### src/rtl/vram_arbiter.sv
// Shares the lo/hi VRAM banks between the VDP (absolute priority) and a host DMA port that only uses VDP-idle cycles.
// Optional `VRAM_ARB_AUTOINC_EN adds host_inc/host_ptr for auto-incrementing host addressing.
module vram_arbiter #(
  parameter int ADDR_W       = 17,
  parameter int STARVE_LIMIT = 255
) (
  input  logic              clk21m,
  input  logic              reset_n,
  input  logic              vdp_busy,
  input  logic [ADDR_W-1:0] vdp_addr,
  input  logic              vdp_we,
  input  logic [7:0]        vdp_dout,
  output logic [15:0]       vdp_din,
  input  logic              host_req,
  input  logic              host_we,
  input  logic [ADDR_W-1:0] host_addr,
  input  logic [7:0]        host_wdata,
`ifdef VRAM_ARB_AUTOINC_EN
  input  logic              host_inc,
  output logic [ADDR_W-1:0] host_ptr,
`endif
  output logic              host_ack,
  output logic [7:0]        host_rdata,
  output logic              host_starved,
  output logic [ADDR_W-2:0] ram_addr,
  output logic [7:0]        ram_wdata,
  output logic              ram_we_lo,
  output logic              ram_we_hi,
  input  logic [7:0]        ram_q_lo,
  input  logic [7:0]        ram_q_hi
);

  typedef enum logic [1:0] {S_IDLE, S_PEND, S_RDWAIT, S_ACK} state_t;

  localparam logic [7:0] LIMIT = 8'(STARVE_LIMIT);

  state_t              state_q, state_d;
  logic                we_q, we_d;
  logic [ADDR_W-1:0]   addr_q, addr_d;
  logic [7:0]          wdata_q, wdata_d;
  logic [7:0]          rdata_q, rdata_d;
  logic [7:0]          cnt_q, cnt_d;
  logic                grant;
  logic                sel_we;
  logic [ADDR_W-1:0]   sel_addr;
  logic                accept;

`ifdef VRAM_ARB_AUTOINC_EN
  logic [ADDR_W-1:0]   ptr_q, ptr_d;
  logic                inc_q, inc_d;
`endif

  // State register
  always_ff @(posedge clk21m) begin
    if (!reset_n) state_q <= S_IDLE;
    else          state_q <= state_d;
  end

  // Next-state logic; vdp_busy is sampled in the grant cycle itself so the VDP always wins
  always_comb begin
    state_d = state_q;
    case (state_q)
      S_IDLE:   if (host_req) state_d = S_PEND;
      S_PEND:   if (!vdp_busy) state_d = we_q ? S_ACK : S_RDWAIT;
      S_RDWAIT: state_d = S_ACK;
      S_ACK:    state_d = S_IDLE;
      default:  state_d = S_IDLE;
    endcase
  end

  // Outputs and RAM mux
  always_comb begin
    grant     = (state_q == S_PEND) && !vdp_busy;
    host_ack  = (state_q == S_ACK);
    sel_we    = grant ? we_q    : vdp_we;
    sel_addr  = grant ? addr_q  : vdp_addr;
    ram_wdata = grant ? wdata_q : vdp_dout;
    ram_addr  = sel_addr[ADDR_W-2:0];
    ram_we_lo = sel_we & ~sel_addr[ADDR_W-1];
    ram_we_hi = sel_we &  sel_addr[ADDR_W-1];
  end

  assign vdp_din      = {ram_q_hi, ram_q_lo};
  assign host_rdata   = rdata_q;
  assign host_starved = (cnt_q == LIMIT) && (state_q != S_ACK);
  assign accept       = (state_q == S_IDLE) && host_req;

  always_comb begin
    we_d    = we_q;
    addr_d  = addr_q;
    wdata_d = wdata_q;
    rdata_d = rdata_q;
    cnt_d   = cnt_q;
`ifdef VRAM_ARB_AUTOINC_EN
    ptr_d   = ptr_q;
    inc_d   = inc_q;
`endif
    if (accept) begin
      we_d    = host_we;
      wdata_d = host_wdata;
`ifdef VRAM_ARB_AUTOINC_EN
      inc_d   = host_inc;
      if (host_inc) begin
        addr_d = ptr_q;
      end else begin
        addr_d = host_addr;
        ptr_d  = host_addr;
      end
`else
      addr_d  = host_addr;
`endif
    end
    if ((state_q == S_PEND) && vdp_busy && (cnt_q != LIMIT)) cnt_d = cnt_q + 8'd1;
    // q is registered, so it reflects the address presented in the grant cycle
    if (state_q == S_RDWAIT) rdata_d = addr_q[ADDR_W-1] ? ram_q_hi : ram_q_lo;
    if (state_q == S_ACK) begin
      cnt_d = '0;
`ifdef VRAM_ARB_AUTOINC_EN
      if (inc_q) ptr_d = ptr_q + 1'b1;
`endif
    end
  end

  always_ff @(posedge clk21m) begin
    if (!reset_n) begin
      we_q    <= 1'b0;
      addr_q  <= '0;
      wdata_q <= '0;
      rdata_q <= '0;
      cnt_q   <= '0;
`ifdef VRAM_ARB_AUTOINC_EN
      ptr_q   <= '0;
      inc_q   <= 1'b0;
`endif
    end else begin
      we_q    <= we_d;
      addr_q  <= addr_d;
      wdata_q <= wdata_d;
      rdata_q <= rdata_d;
      cnt_q   <= cnt_d;
`ifdef VRAM_ARB_AUTOINC_EN
      ptr_q   <= ptr_d;
      inc_q   <= inc_d;
`endif
    end
  end

`ifdef VRAM_ARB_AUTOINC_EN
  assign host_ptr = ptr_q;
`endif

endmodule

### config.mk
export PLATFORM = sky130hd
export DESIGN_NAME = vram_arbiter
export DESIGN_NICKNAME = d
export VERILOG_FILES = /design/src/rtl/vram_arbiter.sv
export SDC_FILE = /design/constraint.sdc
export NUM_CORES = 1
export LEC_CHECK = 0
export CAP_MARGIN = 10
export CORE_MARGIN = 8
export CORE_UTILIZATION = 36
export DETAILED_ROUTE_END_ITERATION = 10
export PLACE_DENSITY = 0.87
export SETUP_SLACK_MARGIN = 0.1
export SYNTH_ARGS = -nofsm -noshare
export SYNTH_HDL_FRONTEND = slang
export SYNTH_SLANG_ARGS = --single-unit
export TNS_END_PERCENT = 100
### constraint.sdc
create_clock -name clk21m -period 1.8 [get_ports clk21m]
set_input_delay 0.36 -clock clk21m [delete_from_list [all_inputs] [get_ports clk21m]]
set_output_delay 0.36 -clock clk21m [all_outputs]
set_load 0.005 [all_outputs]
-- Word level (Yosys, flattened, before mapping)
Cells that the tools add are included.
- output and inout bits: 52
- register bits after elaboration: 44
- reduce and logical (&&, ||, !) cells: 9
- equal/unequal tests: 8
- multiplexer cells: 8
- $add $sub $neg: 1
- bitwise gates (word level): 4
- operator list (operator ; number):
    $mux W17 ; 1
    $mux W8 ; 2
    $add A8 B1 Y8 const B ; 1
    $eq A8 B8 Y1 const B ; 1
    $ne A8 B8 Y1 const B ; 1
    $pmux W2 S4 ; 1
    $ne A2 B2 Y1 const B ; 3
    $logic_and A1 B1 Y1 ; 5
    $eq A2 B2 Y1 const B ; 2
    $mux W2 ; 2
    $and A1 B1 Y1 ; 2
    $eq A2 B1 Y1 const B ; 1
    $logic_not A2 Y1 ; 1
    $mux W1 ; 2
    $not A1 Y1 ; 2
    $reduce_and A2 Y1 ; 1
    $reduce_or A2 Y1 ; 1
    $logic_not A1 Y1 ; 1

-- Depth between registers and ports, before layout
Gate-level depths: netlist of the first run.
- word-level depth: 5
- depth in mapped cells: 7

-- Worst setup path after synthesis of the first run
No wires, ideal clock.
- kind: register -> output
- start point: reg state_q[1]
- end point: out ram_addr[10]
- cell stages (with the launch flop): 7
- buffers on the path: 2
- path slack: -0.050 ns
- arrival: 1.490 ns
- data required time: 1.440 ns
- cells stage by stage: dfxtp_1 > inv_1 > ha_1 > nand2b_1 > buf_2 > buf_2 > mux2_2
- word-level cells in the longest chain between the ends: 3
- ends and longest elaborated chain (what ; RTL line ; text):
    start: declaration ; 37 ; state_t state_q, state_d;
    start signal: assignment ; 56 ; else state_q <= state_d;
    $eq A2 B1 Y1 ; 73 ; grant = (state_q == S_PEND) && !vdp_busy;
    $logic_and A1 B1 Y1 ; 73 ;
    $mux W17 ; 76 ; sel_addr = grant ? addr_q : vdp_addr;
    end: declaration ; 25 ; output logic [ADDR_W-2:0] ram_addr,
No other way between the ends.

-- Worst setup path in the final report of the first run
- start point: reg state_q[1]
- end point: out ram_wdata[5]
- word-level cells in the longest chain between the ends: 3
- ends and longest elaborated chain (what ; RTL line ; text):
    $eq A2 B1 Y1 ; 73 ;
    $logic_and A1 B1 Y1 ; 73 ;
    $mux W8 ; 77 ; ram_wdata = grant ? wdata_q : vdp_dout;
    end: declaration ; 26 ; output logic [7:0] ram_wdata,
No other way between the ends.

==> results.md, run 1 <==
* Critical Path AT at 1.66 ns
* Crit path cell chain: inv_2 -> ha_4 -> nand2b_4 -> buf_6 -> buf_12 -> mux2_4 -> buf_6
* Worst Setup End Kind: output pin
* Vias per cell at 4.87
* Reg-to-reg endpoint: cnt_q[5]
* Flop2flop setup slack at 0.20 ns
* Diode count at 0
* Final HPWL DP at 5.64 mm
* Max incr delay on CP at 0.34 ns
* Crit path depth at 7
* Root Driver: clkbuf_8
* Slew margin rel. at 76.3%
* Htree depth at 2
* WL/cell at 16.3 um
* Die Ht at 96.7 um
* Cell Count, Final, Fillers Out at 477
* Via count at 2322
* GP Congestion at 0.753
* Clock Path Buffers at 2
* Final Hold Viols at 0
* Residual DRC count at 0
* Rows at 29
* Congestion Overflow GR at 0
* Crit path capture: ram_wdata[5]
* Yosys reg bits at 44
* Nets at 478
* R2R cell count at 7
* Max Fclk at 495 MHz
* Placed Instances at 457
* Inserted Clock Buffers at 5
* Worst Max-Slew Pin Slew at 0.352 ns
* Worst setup margin at -0.219 ns
* Number of DRC markers in iteration 0 at 44
* Worst Hold Class: reg2reg
* Most common cell on crit path: buf_6
* Port Buf Inserts at 123
* Global-route wire length before repair at 12.8 mm
* Total GRT Usage at 16.3%
* Mapped Area at 2340 um^2
* Slew Limit Fails at 0
* Synth Flop Type: dfxtp_1
* Pwr Density at 1010 nW/um^2
* WL final at 7.78 mm
* R2R Path Start: state_q[1]
* Worst path buffer plus inverter count at 4
* Pleak at 1.82 nW
* Crit Path Max Fanout at 7
* Initial Util at 37.1%
* Die footprint at 9350 um^2
* Sequential area share after synthesis at 37.6%
* Clock transition at the registers of the reported paths at 0.08 ns
* Layout cells sized above 1 at 27.3%
* Area Growth Syn to Fin at 75.2%
* Netlist cell types at 34
* Slowest cell on crit path: dfxtp_2
* Most frequent cells in the layout: clkdlybuf4s50_1 (78), nand2_1 (63), dfxtp_1 (40)
* Crit share post-route at 112%
* Core Util, Final at 65.0%
* Fill count at 535
* Post-route clock skew at 0.00555 ns
* Number of enable flip-flop cells after synthesis at 0
* Ys Warns at 0
* Worst Setup Start Kind: flip-flop
* CTS sink count at 44
* Most common cell after layout, fill and taps aside: clkdlybuf4s50_1
* CTS tree: done
* VDD IR max at 702 uV
* Core area at 6310 um^2
* Final setup TNS at -4.11 ns
* Syn nets at 343
* Max-Cap Viols at 0
* DRT antenna net count at 0
* Final setup viols at 26
* Skew-Pair Late Insertion Delay at 0.29 ns
* Die X-Extent at 96.7 um
* Post-layout min period at 2.02 ns
* CP Data Required Time at 1.44 ns
* I/O Pins at 124
* RSZ-0062 raised after global routing: yes
* Top delay family on crit path: buffers and inverters
* Number of global-route vias before repair at 2592
* Outcome: complete, but fails checks
* Largest net degree at the start of global routing at 27
* Average size of a mapped cell at 8.84 um^2
* Fraction of registers with async set or reset after synthesis at 0%
* Mapped Cells at 265
* Failing checks: setup timing
* Router iterations before antenna repair at 4
* WS Path Type: reg2out
* Crit. Startpoint: state_q[1]
* Initial antenna violation count at 0
-- timing repair --
| item | CTS | global route |
|---|---|---|
| cloned | 3 | 0 |
| hold endpoints to repair | 0 | 0 |
| pin swaps | 2 | 1 |
| setup buffers | 12 | 2 |
| resized for setup | 191 | 12 |
| endpoints found under the setup margin | 44 | 28 |
| hold buffers | 0 | 0 |
-- cell usage after synthesis, types with 2 or more instances --
cell      number  area share [%]
buf_4         16             5.1
a21oi_1        6             1.3
nor3_1         2            0.43
o21ai_0        5             1.1
ha_1           6             3.2
mux2i_1       10             4.3
a211oi_1       3            0.96
nand2_1       63              10
clkbuf_1       8             1.3
mux2_2        24              12
nand3_1        4            0.85
o211a_1        8             3.4
a21boi_0      27             8.6
inv_1          5            0.80
nand2b_1       3            0.80
nor2_1         7             1.1
nand4_1        2            0.53
buf_2          7             1.5
dfxtp_1       44              38
-- routing by layer --
layer	vias up	track usage, %	wire (um)	part of all wire (%)
met5	-	0	0	0
li1	1162	-	-	-
met4	0	2.84	56	0.72
met1	1076	17.2	3100	40
met2	76	30.3	4120	53
met3	8	5.55	497	6.4
-- worst register-to-register path, cell delays in order, from the launching register on --
cell	delay [ns]
dfxtp_2	0.33
inv_2	0.08
ha_4	0.15
buf_4	0.12
and2_4	0.18
nand4_4	0.11
or4_1	0.41
a21oi_1	0.15
-- logic make-up after synthesis --
logic type	synth area share, %
simple gates	17.4
compound gates	16.4
flops	37.6
buf+inv	8.86
mux	15.8
fa+ha+maj	3.20
xor+xnor	0.748
-- area by class of cell --
type / instances / area [um^2] / share of cell area (%)
Clock inverter: 1 / 5.00 / 0.122
Clock buffer: 6 / 72.6 / 1.77
Sequential cell: 44 / 888 / 21.6
Multi-Input combinational cell: 184 / 1400 / 34.1
Tap cell: 77 / 96.3 / 2.35
Inverter: 5 / 18.8 / 0.457
Timing Repair Buffer: 160 / 1620 / 39.5
-- per-stage QoR --
step	hold slack, ns	setup slack, ns	instance area [um^2]	power, W
2_1_floorplan	0.441	0.136	2360	0.00220
3_3_place_gp	0.452	-0.534	3700	0.00303
3_5_place_dp	0.457	-0.599	3700	0.00310
4_1_cts	0.468	-0.352	4090	0.00416
5_1_grt	0.491	-0.284	4110	0.00440
6_report	0.467	-0.219	4110	0.00413
-- sequential cells by signal (all words and copies together), names as in the netlist --
| name | flops |
|---|---|
| addr_q | 17 |
| state_q | 2 |
| we_q | 1 |
| cnt_q | 8 |
| host_rdata | 8 |
| wdata_q | 8 |
-- report_power, final --
part,switching [W],internal (W),total [W]
combinational,0.000900,0.00134,0.00224
sequential,0.000126,0.00118,0.00131
clock,0.000320,0.000264,0.000585
total,0.00135,0.00278,0.00413
-- how the worst min path moves through the flow --
stage	start	slack (ns)	to	cells after the start
2_1_floorplan	addr_q[0]	0.44	addr_q[0]	2
3_3_place_gp	addr_q[15]	0.45	addr_q[15]	2
3_5_place_dp	addr_q[8]	0.46	addr_q[8]	2
4_1_cts	addr_q[2]	0.47	addr_q[2]	2
5_1_grt	addr_q[12]	0.49	addr_q[12]	2
6_report	addr_q[2]	0.47	addr_q[2]	2
(Power assumes the default switching activity.)
==> inputs of run 2 (changes only) <==
Settings changed: SKIP_CTS_REPAIR_TIMING set to 1.
==> run 2 against run 1 <==
  * The run still ends with setup timing left
  * Register-to-register slack is essentially flat
  * Worst hold slack worse by 0.0027 ns
  * Via count shrank 0.39%
  * Global-route usage is 1.5 points lower
  * Clock skew shrank 0.0020 ns
  * Critical path type unchanged
  * Critical endpoint is now ram_addr[1]
  * Largest power group unchanged
==> results.md, run 2 (same netlist as run 1, synthesis figures left out) <==
* Sw Ratio at 32.2%
* Residual DRC count at 0
* Initial Util at 37.1%
* Root Driver: clkbuf_8
* NetSw at 0.00127 W
* DP Area at 3700 um^2
* Number of global-route vias before repair at 2468
* DP Worst Slack at -0.599 ns
* Top delay family on crit path: buffers and inverters
* Failing checks: setup timing
* WS Path Type: reg2out
* RSZ-0062 raised after global routing: yes
* Final HPWL DP at 5.64 mm
* Clock network power share at 14.4%
* Die X-Extent at 96.7 um
* Congestion Overflow GR at 0
* Clock Path Buffers at 2
* Slew margin rel. at 76.5%
* Top register by number of flip-flops: addr_q
* Worst path buffer plus inverter count at 5
* Met2 WL at 3.95 mm
* Diode count at 0
* Final setup TNS at -5.22 ns
* Worst Setup End Kind: output pin
* Largest net degree at the start of global routing at 29
* Via count at 2313
* Clock transition at the registers of the reported paths at 0.08 ns
* Combinational share of power at 52.6%
* Port Buf Inserts at 123
* Pwr Density at 966 nW/um^2
* Outcome: complete, but fails checks
* Crit path cell chain: inv_2 -> ha_4 -> nand2b_4 -> buf_4 -> buf_6 -> buf_4 -> mux2_2 -> dlymetal6s2s_1
* Core Util, Final at 64.8%
* Slew Limit Fails at 0
* CTS tree: done
* WL final at 7.58 mm
* Nets at 481
* Crit Path Max Fanout at 4
* Inserted Clock Buffers at 5
* Rows at 29
* CTS sink count at 44
* Number of DRC markers in iteration 0 at 43
* WL/cell at 15.8 um
* Worst Hold Class: reg2reg
* Vias per cell at 4.82
* Worst setup margin at -0.281 ns
* Post-layout min period at 2.08 ns
* Total GRT Usage at 14.7%
* Int Pwr at 0.00268 W
* DR top layer: met4
* Max-Cap Viols at 0
* Pleak at 1.96 nW
* Fill count at 521
* Post-route clock skew at 0.00359 ns
* Core area at 6310 um^2
* Router iterations before antenna repair at 4
* Design area at 4090 um^2
* Placed Instances at 457
* Critical Path AT at 1.72 ns
* Final setup viols at 26
* M1 WL at 3.00 mm
* Max Fclk at 481 MHz
* CP Data Required Time at 1.44 ns
* Most common cell on crit path: buf_4
* Die Ht at 96.7 um
* Skew-Pair Late Insertion Delay at 0.28 ns
* Final Hold Viols at 0
* I/O Pins at 124
* Most frequent cells in the layout: clkdlybuf4s50_1 (78), nand2_1 (63), dfxtp_1 (40)
* Met3 routed WL at 553 um
* Crit share post-route at 116%
* Htree depth at 2
* VDD IR max at 672 uV
* Max reg flops at 17
* Global-route wire length before repair at 11.8 mm
* Seq pwr share at 33.1%
* Max incr delay on CP at 0.34 ns
* Layout cells sized above 1 at 25.8%
* Worst Max-Slew Pin Slew at 0.349 ns
* DRT antenna net count at 0
* GP Congestion at 0.753
* Die footprint at 9350 um^2
* Cell Count, Final, Fillers Out at 480
* Initial antenna violation count at 0
* Worst Setup Start Kind: flip-flop
* Slowest cell on crit path: dfxtp_2
* Area Growth Syn to Fin at 74.5%
* Most common cell after layout, fill and taps aside: clkdlybuf4s50_1
[run 2: tightest hold or removal path, stage by stage, from the launching register on]
cell      delay, ns
dfxtp_1        0.31
nand2_1        0.05
a21boi_0       0.06
[run 2: final cells by class]
type	count	area, um^2	area share [%]
Sequential cell	44	888	21.7
Timing Repair Buffer	163	1650	40.5
Tap cell	77	96.3	2.36
Multi-Input combinational cell	184	1350	33.1
Clock inverter	1	5.00	0.122
Clock buffer	6	72.6	1.77
Inverter	5	18.8	0.459
[run 2: stage by stage]
| stage | total power (W) | hold slack, ns |
|---|---|---|
| after floorplan | 0.00220 | 0.441 |
| after detailed placement | 0.00310 | 0.457 |
| final | 0.00395 | 0.464 |
| after CTS | 0.00369 | 0.468 |
| after global routing | 0.00424 | 0.486 |
| after global placement | 0.00303 | 0.452 |
[run 2: layer usage]
layer / vias to the layer above / track usage (%)
met3: 8 / 5.83
met1: 1064 / 15.0
met4: 0 / 2.49
met5: - / 0
met2: 73 / 27.7
li1: 1168 / -
[run 2: power groups by stage]
stage | Sequential (W) | Clock, W | Combinational, W
after floorplan | 0.00130 | 0 | 0.000897
after detailed placement | 0.00131 | 0 | 0.00179
after global placement | 0.00130 | 0 | 0.00173
after global routing | 0.00133 | 0.000636 | 0.00227
after CTS | 0.00129 | 0.000597 | 0.00180
final | 0.00131 | 0.000567 | 0.00208
[run 2: worst paths after layout]
path	startpoint	cells past startpoint	slack, ns	end
worst max register to register	state_q[1]	7	0.20	cnt_q[5]
worst min register to register	addr_q[2]	2	0.46	addr_q[2]
worst min-delay path	addr_q[2]	2	0.46	addr_q[2]
worst max-delay path	state_q[1]	8	-0.28	ram_addr[1]
